<file path="src/rtl/load_pkg.sv">
// Shared definitions for the data-memory load path.
// Contents:
//   - funct3 encodings of the supported loads (LB/LH/LW/LBU/LHU)
//   - ld_state_t: the five-state load FSM encoding
//   - is_illegal / is_misaligned: request screening helpers, evaluated
//     on the raw request so bad loads never reach the memory bus
package load_pkg;

  localparam logic [2:0] LB_F3  = 3'b000;
  localparam logic [2:0] LH_F3  = 3'b001;
  localparam logic [2:0] LW_F3  = 3'b010;
  localparam logic [2:0] LBU_F3 = 3'b100;
  localparam logic [2:0] LHU_F3 = 3'b101;

  typedef enum logic [2:0] {
    ST_IDLE,
    ST_REQ,
    ST_WAIT,
    ST_DONE,
    ST_ERR
  } ld_state_t;

  // funct3 values that do not name a load
  function automatic logic is_illegal(input logic [2:0] funct3);
    case (funct3)
      LB_F3, LH_F3, LW_F3, LBU_F3, LHU_F3: return 1'b0;
      default:                             return 1'b1;
    endcase
  endfunction

  // Byte loads are always aligned; halfwords need an even address,
  // words a multiple of four.
  function automatic logic is_misaligned(input logic [2:0] funct3,
                                         input logic [1:0] lo);
    case (funct3)
      LH_F3, LHU_F3: return lo[0];
      LW_F3:         return lo != 2'b00;
      default:       return 1'b0;
    endcase
  endfunction

endpackage

</file>
<file path="src/rtl/load_extend.sv">
// Combinational byte/halfword/word extraction and extension.
// Ports:
//   word   - full little-endian word read from memory (byte0 = bits 7:0)
//   lane   - byte offset within the word (addr[1:0])
//   funct3 - load type; LB/LH sign-extend, LBU/LHU zero-extend, LW passes
//   result - 32-bit extended value
// Shared with the store-path checker, so it carries no state.
module load_extend
  import load_pkg::*;
(
  input  logic [31:0] word,
  input  logic [1:0]  lane,
  input  logic [2:0]  funct3,
  output logic [31:0] result
);

  logic [7:0]  byte_sel;
  logic [15:0] half_sel;

  always_comb begin
    byte_sel = word[{lane, 3'b000} +: 8];
    half_sel = lane[1] ? word[31:16] : word[15:0];
    case (funct3)
      LB_F3:   result = {{24{byte_sel[7]}}, byte_sel};
      LBU_F3:  result = {24'h0, byte_sel};
      LH_F3:   result = {{16{half_sel[15]}}, half_sel};
      LHU_F3:  result = {16'h0, half_sel};
      default: result = word;
    endcase
  end

endmodule

</file>
<file path="src/rtl/data_mem_load_unit.sv">
// Load unit between the core (ALU address, funct3) and a wait-stated data
// memory. Screens the request, performs a valid/ready request and a
// response wait, extracts/extends the addressed data and returns it as the
// register-write operand. The core is stalled until DONE or ERR.
// Ports:
//   clk, rst                    - clock, async active-high reset
//   ld_req/ld_addr/ld_funct3    - load request (held stable while stalled)
//   ld_stall                    - core must not advance
//   ld_done/ld_data             - completion pulse and extended result
//   ld_err                      - pulse on misaligned/illegal/timeout
//   mem_req_valid/ready,mem_addr- word-aligned read request
//   mem_rsp_valid/mem_rsp_data  - read response
module data_mem_load_unit
  import load_pkg::*;
#(
  parameter int TIMEOUT = 16,
  parameter int ADDR_W  = 32
) (
  input  logic                clk,
  input  logic                rst,
  input  logic                ld_req,
  input  logic [ADDR_W-1:0]   ld_addr,
  input  logic [2:0]          ld_funct3,
  output logic                ld_stall,
  output logic                ld_done,
  output logic signed [31:0]  ld_data,
  output logic                ld_err,
  output logic                mem_req_valid,
  input  logic                mem_req_ready,
  output logic [ADDR_W-1:0]   mem_addr,
  input  logic                mem_rsp_valid,
  input  logic [31:0]         mem_rsp_data
);

  localparam int CW = $clog2(TIMEOUT + 1);

  ld_state_t         state;
  logic [ADDR_W-1:0] addr_q;
  logic [2:0]        f3_q;
  logic [CW-1:0]     cnt;
  logic [31:0]       ext;
  logic              tmo;

  load_extend u_ext (
    .word   (mem_rsp_data),
    .lane   (addr_q[1:0]),
    .funct3 (f3_q),
    .result (ext)
  );

  // cnt counts completed REQ/WAIT cycles, so this flags the TIMEOUT-th
  // busy cycle: REQ+WAIT never lasts longer than TIMEOUT cycles.
  assign tmo = (cnt == CW'(TIMEOUT - 1));

  assign mem_addr = {addr_q[ADDR_W-1:2], 2'b00};

  // Stall in IDLE follows ld_req directly so the core freezes in the same
  // cycle it presents the load. Gated by rst so all outputs read 0 in reset.
  assign ld_stall = !rst && ((state == ST_IDLE && ld_req) ||
                             state == ST_REQ || state == ST_WAIT);

  always_ff @(posedge clk or posedge rst) begin
    if (rst) begin
      state         <= ST_IDLE;
      addr_q        <= '0;
      f3_q          <= '0;
      cnt           <= '0;
      mem_req_valid <= 1'b0;
      ld_done       <= 1'b0;
      ld_err        <= 1'b0;
      ld_data       <= '0;
    end else begin
      ld_done <= 1'b0;
      ld_err  <= 1'b0;
      case (state)
        ST_IDLE: begin
          if (ld_req) begin
            addr_q <= ld_addr;
            f3_q   <= ld_funct3;
            cnt    <= '0;
            if (is_illegal(ld_funct3) || is_misaligned(ld_funct3, ld_addr[1:0])) begin
              state   <= ST_ERR;
              ld_err  <= 1'b1;
              ld_data <= '0;
            end else begin
              state         <= ST_REQ;
              mem_req_valid <= 1'b1;
            end
          end
        end
        ST_REQ: begin
          cnt <= cnt + CW'(1);
          // Timeout beats a late handshake: once the budget is spent the
          // request is withdrawn rather than entering WAIT with no cycles left.
          if (tmo) begin
            state         <= ST_ERR;
            mem_req_valid <= 1'b0;
            ld_err        <= 1'b1;
            ld_data       <= '0;
          end else if (mem_req_ready) begin
            state         <= ST_WAIT;
            mem_req_valid <= 1'b0;
          end
        end
        ST_WAIT: begin
          cnt <= cnt + CW'(1);
          // A response in the timeout cycle still completes the load.
          if (mem_rsp_valid) begin
            state   <= ST_DONE;
            ld_done <= 1'b1;
            ld_data <= ext;
          end else if (tmo) begin
            state   <= ST_ERR;
            ld_err  <= 1'b1;
            ld_data <= '0;
          end
        end
        ST_DONE: state <= ST_IDLE;
        ST_ERR:  state <= ST_IDLE;
        default: state <= ST_IDLE;
      endcase
    end
  end

endmodule

</file>
<file path="config.mk">
export PLATFORM = sky130hd
export DESIGN_NAME = data_mem_load_unit
export DESIGN_NICKNAME = d
export VERILOG_FILES = /design/src/rtl/load_pkg.sv /design/src/rtl/load_extend.sv /design/src/rtl/data_mem_load_unit.sv
export SDC_FILE = /design/constraint.sdc
export NUM_CORES = 1
export LEC_CHECK = 0
export ABC_AREA = 1
export CAP_MARGIN = 20
export CORE_MARGIN = 2
export CORE_UTILIZATION = 37
export DETAILED_ROUTE_END_ITERATION = 8
export HOLD_SLACK_MARGIN = 0.06
export PLACE_DENSITY = 0.64
export SLEW_MARGIN = 30
export SYNTH_ARGS = -nofsm -noshare
export SYNTH_HDL_FRONTEND = slang
export SYNTH_SLANG_ARGS = --single-unit
</file>
<file path="constraint.sdc">
create_clock -name clk -period 4.8 [get_ports clk]
set_clock_uncertainty 0.1 [all_clocks]
set_input_delay 0.96 -clock clk [delete_from_list [all_inputs] [get_ports clk]]
set_output_delay 0.96 -clock clk [all_outputs]
set_load 0.1 [all_outputs]
</file>
== Yosys cells after proc, flatten, opt, wreduce, memory -nomap -nowiden ==
Index checks and enable logic that the tools add are counted.
W data, S select, Z words.
Storage, ports and cells
  flip-flop bits (word level): 78
  output and inout bits: 68
  word-level logic and storage cells: 80
Operators by class
  add/subtract/negate cells: 1
  equal/unequal tests: 15
  shift-type cells: 1
  muxes and demuxes: 34
  reduce and logical (&&, ||, !) cells: 21
Operators by type and width (count)
  $mux W32: 4
  $pmux W32 S4: 1
  $pmux W32 S3: 1
  $shiftx A32 B6 Y8: 1
  $mux W3: 6
  $mux W16: 1
  $mux W1: 15
  $eq A3 B3 Y1 const B: 4
  $pmux W5 S2: 1
  $eq A3 B1 Y1 const B: 3
  $logic_not A3 Y1: 3
  $pmux W3 S3: 1
  $eq A3 B2 Y1 const B: 2
  $ne A3 B3 Y1 const B: 2
  $reduce_and A3 Y1: 2
  $reduce_bool A2 Y1: 3
  $add A5 B1 Y5 const B: 1
  $eq A5 B4 Y1 const B: 1
  $mux W5: 1
  $reduce_or A5 Y1: 1
  $ne A2 B2 Y1 const B: 2
  $pmux W1 S2: 2
  $reduce_and A2 Y1: 2
  $reduce_and A4 Y1: 1
  other kinds (7): 11

== Logic depth before layout (Yosys ltp) ==
Gate-level depths: netlist of the first run.
  word-level depth: 9
  depth in mapped cells: 12
  depth with buffers taken out: 11

== Modules after synthesis ==
Synthesis of the first run repeated with hierarchy kept, for this count alone.
Unflattened totals
  cells, all modules: 737
  area total of the unflattened synthesis: 4997.3 um^2
By module, submodules not included
  data_mem_load_unit: instances 1, cells an instance 578, area an instance 4185.3 um^2, sequential area each 1951.9 um^2
  load_extend: instances 1, cells an instance 159, area an instance 812.0 um^2, sequential area each 0.0 um^2

== Worst setup path after synthesis of the first run ==
Ideal clock, no wire load.
  kind: input-to-output
  start: in ld_req
  end: out ld_stall
  arrival time: 2.426 ns
  slack: 1.314 ns
  cell stages on the path: 3
  path buffers: 0
  path through: nand3b_2 nand2_2 nor2_1
On the way
  cells in the longest elaborated chain, start to end: 4
Ends and longest elaborated chain
  start, declared: line data_mem_load_unit.sv:21  | input logic ld_req,
  $logic_and A1 B1 Y1: line data_mem_load_unit.sv:59  | assign ld_stall = !rst && ((state == ST_IDLE && ld_req) ||
  $logic_or A1 B1 Y1: line data_mem_load_unit.sv:59
  $logic_or A1 B1 Y1: line data_mem_load_unit.sv:60  | state == ST_REQ || state == ST_WAIT);
  $logic_and A1 B1 Y1: line data_mem_load_unit.sv:59
  end, declared: line data_mem_load_unit.sv:24  | output logic ld_stall,
Every way passes these cells.

== Worst setup path after layout of the first run ==
Same ends and word-level chain as after synthesis.

==> results.txt, run 1 <==
----------------------------------------------------
[GRT]
  Number of global-route vias before repair ... 3896
  Aggregate global-route resource usage ... 19.2%
  Remaining Overflow, GRT ... 0
  Largest net degree at the start of global routing ... 55
  First-pass GRT wire length ... 19200 um
  Antenna violations before repair ... 0

[STA]
  Unrepaired setup endpoints after global routing ... no
  Min cycle time layout ... 3490 ps
  Measured slew at the worst slew-check pin ... 1000 ps
  Final hold violation count ... 0
  Setup TNS ... 0 ps
  Share of the cycle needed by the critical path after routing ... 72.8%
  Final Slew Violations ... 0
  Headroom to the max-slew limit ... 32.9%
  Final setup violation count ... 0
  Peak clock frequency supported by timing ... 286 MHz

[Clocking]
  Clock Tree Root ... sky130_fd_sc_hd__clkbuf_16
  CTS Sinks ... 78
  CTS H-tree depth ... 3
  Gates resized, CTS repair ... 0
  Total of hold buffers inserted after clock tree synthesis ... 0
  Source-to-sink clock delay at the later pin of the worst-skew pair ... 340 ps
  Num CTS Buffers ... 9
  Number of buffers inserted to repair setup after CTS ... 0
  Clock-pin slew on the worst setup and hold paths ... 60 ps
  TritonCTS clock tree ... yes
  CTS Buffer Depth ... 2

[Drt]
  Routed wire per std cell ... 14.3 um
  Residual DRC ... 0
  Via density ... 4.91
  Number of detailed-route iterations in the first pass ... 5
  Via total after detailed routing ... 3989
  Routed Wire Length ... 11600 um
  Drt first-iter violations ... 179
  Residual antenna-violating net count after detailed routing ... 0

[Die]
  Cell Rows ... 39
  Placeable Area ... 0.0113 mm^2
  Die footprint ... 0.0123 mm^2
  Io pins ... 140
  Vertical die dimension ... 111 um
  Initial Util ... 37.5%
  X dimension of the die ... 111 um

[Placement]
  Dpl hpwl ... 8480 um
  Port bufs ... 137
  Last weighted congestion value of the routability-driven placer ... 0.895

[Finish]
  Multi-input gate area ... 0.00178 mm^2
  Layout Area Growth over Synthesis ... 36.5%
  Final nets ... 739
  Fill cell total of the finished layout ... 1143
  Flip-flop and latch area ... 0.00195 mm^2
  Layout cell share with drive strength beyond 1 ... 7.16%
  # diodes ... 0

[Logic synthesis]
  Asr flop ratio synth ... 100%
  Top cell type by total area after synthesis ... sky130_fd_sc_hd__dfrtp_1
  Fraction of post-synthesis cell area in the top cell type by area ... 46.0%
  Cell variety after synth ... 35
  Most common library cells after synthesis ... sky130_fd_sc_hd__nand2_1 (227), sky130_fd_sc_hd__dfrtp_1 (78), sky130_fd_sc_hd__nand3_1 (72)
  Count of state elements after synthesis ... 78
  Synth Cell Area ... 0.00425 mm^2
  Top cells by area, synth ... sky130_fd_sc_hd__dfrtp_1 (46%), sky130_fd_sc_hd__nand2_1 (20%), sky130_fd_sc_hd__nand3_1 (8.5%)
  Syn. warnings ... 0
  Cell count after synthesis ... 568
  Share of the yosys chip area belonging to registers ... 46.0%
  Dominant cell by count in the synthesized netlist ... sky130_fd_sc_hd__nand2_1
  Average size of a mapped cell ... 7.47 um^2
  Most common flop cell mapped by yosys ... sky130_fd_sc_hd__dfrtp_1
  Number of synthesized flops with an enable pin ... 0

[Min path]
  Type of the tightest min-delay check ... flop to flop

[Setup path]
  CP arrival ... 2430 ps
  Path type of the worst setup path ... input port to output port
  Data required time at the worst endpoint ... 3740 ps
  Capturing element type of the critical path ... output port
  Worst Path Max Fanout ... 32
  CP Launch Type ... input port

[Flow run]
  Number of violations of the max-capacitance limit ... 0

[Status]
  Result of the run ... finished clean

----------------------------------------------------
[cell families after synthesis]
group	Yosys count	synth area share [%]
AOI/OAI and AO/OA	42	5.30
DFF	78	46.0
adders and majority gates	2	0.589
buffers and inverters	95	12.1
other	1	0.0883
and+or+nand+nor	348	35.5
xor gates and xnor gates	2	0.413
[stage by stage]
stage          instances  setup WS, ps  instance area [um^2]  hold slack (ps)  util (%)
4_1_cts              813          1290                  5800              377      51.2
5_1_grt              813          1230                  5800              387      51.2
6_report             813          1310                  5800              368      51.2
3_5_place_dp         797          1290                  5480              362      48.4
3_3_place_gp         796          1300                  5460              353      48.3
2_1_floorplan        569          1310                  4250              343         -
[flip-flops by register name, indices dropped and copies added, names as in the netlist]
register	flops
f3_q	3
ld_done	1
addr_q	32
ld_data	32
cnt	5
state	3
ld_err	1
mem_req_valid	1
[layer usage]
layer / track usage, % / vias up / part of all wire, %
met5: 0 / - / 0
li1: - / 1947 / -
met2: 29.9 / 159 / 44
met1: 25.1 / 1865 / 45
met3: 6.56 / 18 / 9.0
met4: 7.00 / 0 / 1.8
[critical path, stage by stage]
cell	delay (ps)
sky130_fd_sc_hd__clkdlybuf4s50_1	450
sky130_fd_sc_hd__buf_4	300
sky130_fd_sc_hd__nand3b_2	220
sky130_fd_sc_hd__nand2_2	100
sky130_fd_sc_hd__nor2_1	190
sky130_fd_sc_hd__buf_12	200
[final timing paths]
| check | startpoint | to | slack, ps | cells after the start |
|---|---|---|---|---|
| max in group asynchronous | rst | ld_data[8]$_DFFE_PP0P_ | 2820 | 3 |
| min | addr_q[5]$_DFFE_PP0P_ | addr_q[5]$_DFFE_PP0P_ | 370 | 2 |
| min in group asynchronous | rst | addr_q[24]$_DFFE_PP0P_ | 1000 | 2 |
| min reg2reg | addr_q[5]$_DFFE_PP0P_ | addr_q[5]$_DFFE_PP0P_ | 370 | 2 |
| max | ld_req | ld_stall | 1310 | 6 |
| max reg2reg | f3_q[1]$_DFFE_PP0P_ | ld_data[26]$_DFFE_PP0P_ | 2410 | 7 |
[cell type report]
class / count / area share [%]
Sequential cell: 78 / 33.7
Multi-Input combinational cell: 396 / 30.7
Timing Repair Buffer: 141 / 24.3
Clock buffer: 11 / 4.19
Tap cell: 143 / 3.09
Inverter: 39 / 2.57
Clock inverter: 5 / 1.42
[cells in the final DEF (no fill, tap or decap), types with 2 or more instances in the layout]
cell,count
sky130_fd_sc_hd__nand2_1,227
sky130_fd_sc_hd__clkdlybuf4s50_1,135
sky130_fd_sc_hd__dfrtp_1,78
sky130_fd_sc_hd__nand3_1,72
sky130_fd_sc_hd__inv_1,33
sky130_fd_sc_hd__nor2_1,22
sky130_fd_sc_hd__o21ai_0,19
sky130_fd_sc_hd__a21oi_1,13
sky130_fd_sc_hd__or2_2,10
sky130_fd_sc_hd__clkbuf_16,9
sky130_fd_sc_hd__inv_2,5
sky130_fd_sc_hd__nand2_2,3
sky130_fd_sc_hd__o211ai_1,3
sky130_fd_sc_hd__and3_1,3
sky130_fd_sc_hd__o21ai_1,3
sky130_fd_sc_hd__clkinvlp_4,3
sky130_fd_sc_hd__buf_4,3
sky130_fd_sc_hd__nand3_2,2
sky130_fd_sc_hd__a31oi_1,2
sky130_fd_sc_hd__nor3_1,2
sky130_fd_sc_hd__ha_1,2
sky130_fd_sc_hd__conb_1,2
sky130_fd_sc_hd__bufinv_16,2
Power of run 1 is left out: the tool's default activity adds up to more than one toggle a clock period on the data nets, which glitch-free logic cannot reach.
==> inputs of run 2 (changes only) <==
--- a/config.mk
+++ b/config.mk
@@ -11,7 +11,7 @@
 export CORE_UTILIZATION = 37
 export DETAILED_ROUTE_END_ITERATION = 8
 export HOLD_SLACK_MARGIN = 0.06
-export PLACE_DENSITY = 0.64
+export PLACE_DENSITY = 0.66
 export SLEW_MARGIN = 30
 export SYNTH_ARGS = -nofsm -noshare
 export SYNTH_HDL_FRONTEND = slang
==> constraint.sdc (replaced) <==
create_clock -name clk -period 2.9 [get_ports clk]
set_clock_uncertainty 0.1 [all_clocks]
set_input_delay 0.58 -clock clk [delete_from_list [all_inputs] [get_ports clk]]
set_output_delay 0.58 -clock clk [all_outputs]
set_load 0.1 [all_outputs]
==> results.txt, run 2 (synthesis gave the netlist of run 1 again) <==
----------------------------------------------------
[Setup path]
  Worst Path Max Fanout ... 5
  Path type of the worst setup path ... input port to output port
  CP bufs+invs ... 2
  Startpoint of the worst setup timing path ... ld_req
  CP arrival ... 1700 ps
  CP Cell Sequence ... clkdlybuf4s50_1, nand3b_2, nand2_2, nor2_1, buf_12
  Crit path max-delay family ... buffers and inverters
  Capturing element type of the critical path ... output port
  Critical R2R Launch ... addr_q[1]$_DFFE_PP0P_
  CP Launch Type ... input port
  Slowest stage cell, crit path ... sky130_fd_sc_hd__clkdlybuf4s50_1
  Max incr delay on CP ... 480 ps
  Data required time at the worst endpoint ... 2220 ps

[Finish]
  Multi-input gate area ... 0.00178 mm^2
  Commonest non-fill, non-tap cell in the layout ... sky130_fd_sc_hd__nand2_1
  Fill cell total of the finished layout ... 1127
  Flip-flop and latch area ... 0.00195 mm^2
  Layout cell share with drive strength beyond 1 ... 17.0%
  Most frequent cells in the layout ... sky130_fd_sc_hd__nand2_1 (227), sky130_fd_sc_hd__dfrtp_1 (78), sky130_fd_sc_hd__nand3_1 (72)
  Layout Area Growth over Synthesis ... 32.2%
  Final nets ... 741
  # diodes ... 0
  Biggest registers after layout ... addr_q x32, ld_data x32, cnt x5

[STA]
  Min cycle time layout ... 2380 ps
  Unrepaired setup endpoints after global routing ... no
  Peak clock frequency supported by timing ... 421 MHz
  Measured slew at the worst slew-check pin ... 781 ps
  Headroom to the max-slew limit ... 47.9%
  Final Slew Violations ... 0
  Final hold violation count ... 0
  Share of the cycle needed by the critical path after routing ... 82.0%
  Setup TNS ... 0 ps
  Final setup violation count ... 0

[Clocking]
  Gates resized, CTS repair ... 0
  TritonCTS clock tree ... yes
  Total of hold buffers inserted after clock tree synthesis ... 0
  Source-to-sink clock delay at the later pin of the worst-skew pair ... 330 ps
  CTS Buffer Depth ... 2
  Num CTS Buffers ... 9
  CTS Sinks ... 78
  Clock-pin slew on the worst setup and hold paths ... 60 ps
  Clock Tree Root ... sky130_fd_sc_hd__clkbuf_16
  Number of buffers inserted to repair setup after CTS ... 0
  CTS H-tree depth ... 3

[Die]
  Placeable Area ... 0.0113 mm^2
  Io pins ... 140
  Die footprint ... 0.0123 mm^2
  Cell Rows ... 39
  Vertical die dimension ... 111 um
  Initial Util ... 37.5%
  X dimension of the die ... 111 um

[GRT]
  Largest net degree at the start of global routing ... 36
  Antenna violations before repair ... 0
  Aggregate global-route resource usage ... 19.2%
  Number of global-route vias before repair ... 3807
  First-pass GRT wire length ... 19200 um
  Remaining Overflow, GRT ... 0

[Placement]
  Port bufs ... 137
  Last weighted congestion value of the routability-driven placer ... 0.906
  Dpl hpwl ... 8630 um

[Drt]
  Via density ... 4.85
  Routed wire per std cell ... 14.3 um
  Via total after detailed routing ... 3955
  Drt first-iter violations ... 202
  Residual antenna-violating net count after detailed routing ... 0
  Number of detailed-route iterations in the first pass ... 5
  Residual DRC ... 0
  Routed Wire Length ... 11600 um

[Min path]
  Hold path startpoint ... addr_q[5]$_DFFE_PP0P_
  Type of the tightest min-delay check ... flop to flop

[Flow run]
  Number of violations of the max-capacitance limit ... 0

[Status]
  Result of the run ... finished clean

----------------------------------------------------
[run 2: changes by cell type in the layout (fill, tap and decap cells not counted), sizes merged]
| cell | previous run | this run |
|---|---|---|
| clkinv | 0 | 2 |
| inv | 39 | 38 |
| buf | 6 | 72 |
| clkdlybuf4s50 | 135 | 71 |
| bufinv | 2 | 0 |
| clkinvlp | 3 | 4 |
[run 2: path summary, 6_finish.rpt]
path / slack (ps) / depth (start not counted) / to
min in group asynchronous: 530 / 2 / addr_q[26]$_DFFE_PP0P_
max: 520 / 5 / ld_stall
max reg2reg: 720 / 8 / ld_data[22]$_DFFE_PP0P_
max in group asynchronous: 1570 / 3 / ld_data[21]$_DFFE_PP0P_
min: 370 / 2 / addr_q[5]$_DFFE_PP0P_
min reg2reg: 370 / 2 / addr_q[5]$_DFFE_PP0P_
[run 2: final cells by class]
class	count	share of cell area, %
sequential	78	34.8
multi-input combinational	396	31.7
timing repair buffer	143	22.7
clock buffer	11	4.32
tap	143	3.19
inverter	39	2.63
clock inverter	5	0.624
[run 2: per-layer routing]
layer  global-route usage, %  vias up  part of all wire (%)
met5                       0        -                     0
met4                    5.19        0                  0.67
met3                    6.23        6                   9.3
met2                    29.5      156                    45
met1                    26.3     1839                    45
li1                        -     1954                     -
[run 2: stage by stage]
step	setup WS (ps)	utilization [%]	hold WS (ps)	instance area [um^2]	instances
4_1_cts	507	49.6	376	5610	815
3_5_place_dp	494	47.1	361	5340	799
6_report	523	49.6	372	5610	815
5_1_grt	455	49.6	395	5610	815
2_1_floorplan	174	-	343	4250	569
3_3_place_gp	528	47.1	359	5340	799
[run 2: worst min-delay path: cells and delay by family, from the launching register on]
kind	cells	cell delay (ps)
and+or+nand+nor	2	90
DFF	1	340
Power of run 2 is left out for the same reason.
==> inputs of run 3 (changes only) <==
==> constraint.sdc (replaced) <==
create_clock -name clk -period 2 [get_ports clk]
set_clock_uncertainty 0.1 [all_clocks]
set_input_delay 0.4 -clock clk [delete_from_list [all_inputs] [get_ports clk]]
set_output_delay 0.4 -clock clk [all_outputs]
set_load 0.1 [all_outputs]
==> results.txt, run 3 (synthesis gave the netlist of run 1 again) <==
----------------------------------------------------
[Setup path]
  CP Launch Type ... input port
  Critical R2R Launch ... cnt[0]$_DFFE_PP0P_
  CP arrival ... 1430 ps
  Path type of the worst setup path ... input port to output port
  Capturing element type of the critical path ... output port
  Reg2Reg Setup Slack ... 110 ps
  Worst Path Max Fanout ... 3
  Data required time at the worst endpoint ... 1500 ps
  Path depth of the worst reg2reg path ... 12
  Startpoint of the worst setup timing path ... ld_req
  Capture instance of the worst register-to-register path ... ld_data[26]$_DFFE_PP0P_

[Placement]
  Port bufs ... 137
  Placed instance area ... 0.00621 mm^2
  Last weighted congestion value of the routability-driven placer ... 0.889
  Cell Count Post-Placement ... 812
  Dpl hpwl ... 8980 um

[Finish]
  Final nets ... 759
  Fill cell total of the finished layout ... 1000
  Biggest registers after layout ... addr_q x32, ld_data x32, cnt x5
  Layout cell share with drive strength beyond 1 ... 20.0%
  Commonest non-fill, non-tap cell in the layout ... sky130_fd_sc_hd__nand2_1
  Number of standard cells in the final layout excluding fillers ... 833
  # diodes ... 0
  Multi-input gate area ... 0.00182 mm^2
  Core utilization of the finished layout ... 58.2%
  Layout Area Growth over Synthesis ... 55.3%
  Most frequent cells in the layout ... sky130_fd_sc_hd__nand2_1 (227), sky130_fd_sc_hd__dfrtp_1 (75), sky130_fd_sc_hd__nand3_1 (72)
  Design Area, Final ... 0.00659 mm^2
  Flip-flop and latch area ... 0.00196 mm^2

[Drt]
  Residual DRC ... 0
  Number of detailed-route iterations in the first pass ... 5
  Via total after detailed routing ... 4023
  Drt first-iter violations ... 215
  Routed wire per std cell ... 14.4 um
  Residual antenna-violating net count after detailed routing ... 0
  Routed Wire Length ... 12000 um
  Via density ... 4.83

[STA]
  Final Slew Violations ... 0
  Final setup violation count ... 0
  Final hold violation count ... 0
  Min cycle time layout ... 1930 ps
  Share of the cycle needed by the critical path after routing ... 96.7%
  Peak clock frequency supported by timing ... 517 MHz

[GRT]
  First-pass GRT wire length ... 20000 um
  Antenna violations before repair ... 0
  Aggregate global-route resource usage ... 20.2%
  Largest net degree at the start of global routing ... 36
  Remaining Overflow, GRT ... 0
  Number of global-route vias before repair ... 3944

[Die]
  Initial Util ... 37.5%
  Io pins ... 140
  Cell Rows ... 39
  Placeable Area ... 0.0113 mm^2
  X dimension of the die ... 111 um
  Vertical die dimension ... 111 um
  Die footprint ... 0.0123 mm^2

[Clocking]
  Num CTS Buffers ... 9
  CTS Sinks ... 78
  Source-to-sink clock delay at the later pin of the worst-skew pair ... 340 ps
  CTS H-tree depth ... 3
  TritonCTS clock tree ... yes
  Clock Tree Root ... sky130_fd_sc_hd__clkbuf_16
  CTS Buffer Depth ... 2
  Clock-pin slew on the worst setup and hold paths ... 60 ps

[Status]
  Result of the run ... finished clean

[Flow run]
  Number of violations of the max-capacitance limit ... 0

[Min path]
  Type of the tightest min-delay check ... input port to asynchronous set/reset pin

----------------------------------------------------
[run 3: changes by cell type in the layout (fill, tap and decap cells not counted), moves of 2 or more]
cell / change
sky130_fd_sc_hd__buf_12: +62
sky130_fd_sc_hd__buf_4: -45
sky130_fd_sc_hd__clkinv_2: +2
sky130_fd_sc_hd__clkinvlp_4: -3
sky130_fd_sc_hd__dfrtp_1: -3
sky130_fd_sc_hd__dfrtp_2: +3
sky130_fd_sc_hd__nor2_1: -2
sky130_fd_sc_hd__nor2_4: +2
[run 3: what timing repair did]
item | 4_1_cts | 5_1_grt
hold buffers | 0 | 0
pin swaps | 0 | 2
cloned | 0 | 1
setup endpoints to repair | 1 | 29
resized for setup | 4 | 6
setup buffers | 0 | 4
[run 3: worst max path at each step]
stage	depth (start not counted)	slack [ps]	endpoint
4_1_cts	4	9	ld_stall
2_1_floorplan	4	-60	ld_stall
3_5_place_dp	5	20	ld_stall
3_3_place_gp	5	80	ld_stall
5_1_grt	5	-10	ld_stall
6_report	5	70	ld_stall
[run 3: layer usage]
layer  GRT usage, %  up-vias  share of wire, %
met1           26.2     1867                44
met3           6.94       14               9.6
met5              0        -                 0
met2           31.2      148                45
met4           7.57        0               1.6
li1               -     1994                 -
[run 3: area by class of cell]
class	instances	area share, %
multi-input combinational	396	27.6
clock buffer	11	3.53
sequential	78	29.7
timing repair buffer	161	33.4
tap	143	2.71
clock inverter	5	0.759
inverter	39	2.28
[run 3: through the flow]
stage          hold WS (ps)  setup TNS (ps)  setup slack [ps]
6_report                373               0              66.7
5_1_grt                 409           -12.5             -12.5
4_1_cts                 343               0              8.87
3_5_place_dp            373               0              15.5
3_3_place_gp            363               0              83.3
2_1_floorplan           343           -55.1             -55.1
[run 3: worst max-delay path: stages]
cell and delay (ps):
sky130_fd_sc_hd__clkdlybuf4s50_1 500, sky130_fd_sc_hd__nand3b_4 150, sky130_fd_sc_hd__nand2_2 90, sky130_fd_sc_hd__nor2_4 110, sky130_fd_sc_hd__buf_12 180
Power of run 3 is left out for the same reason.
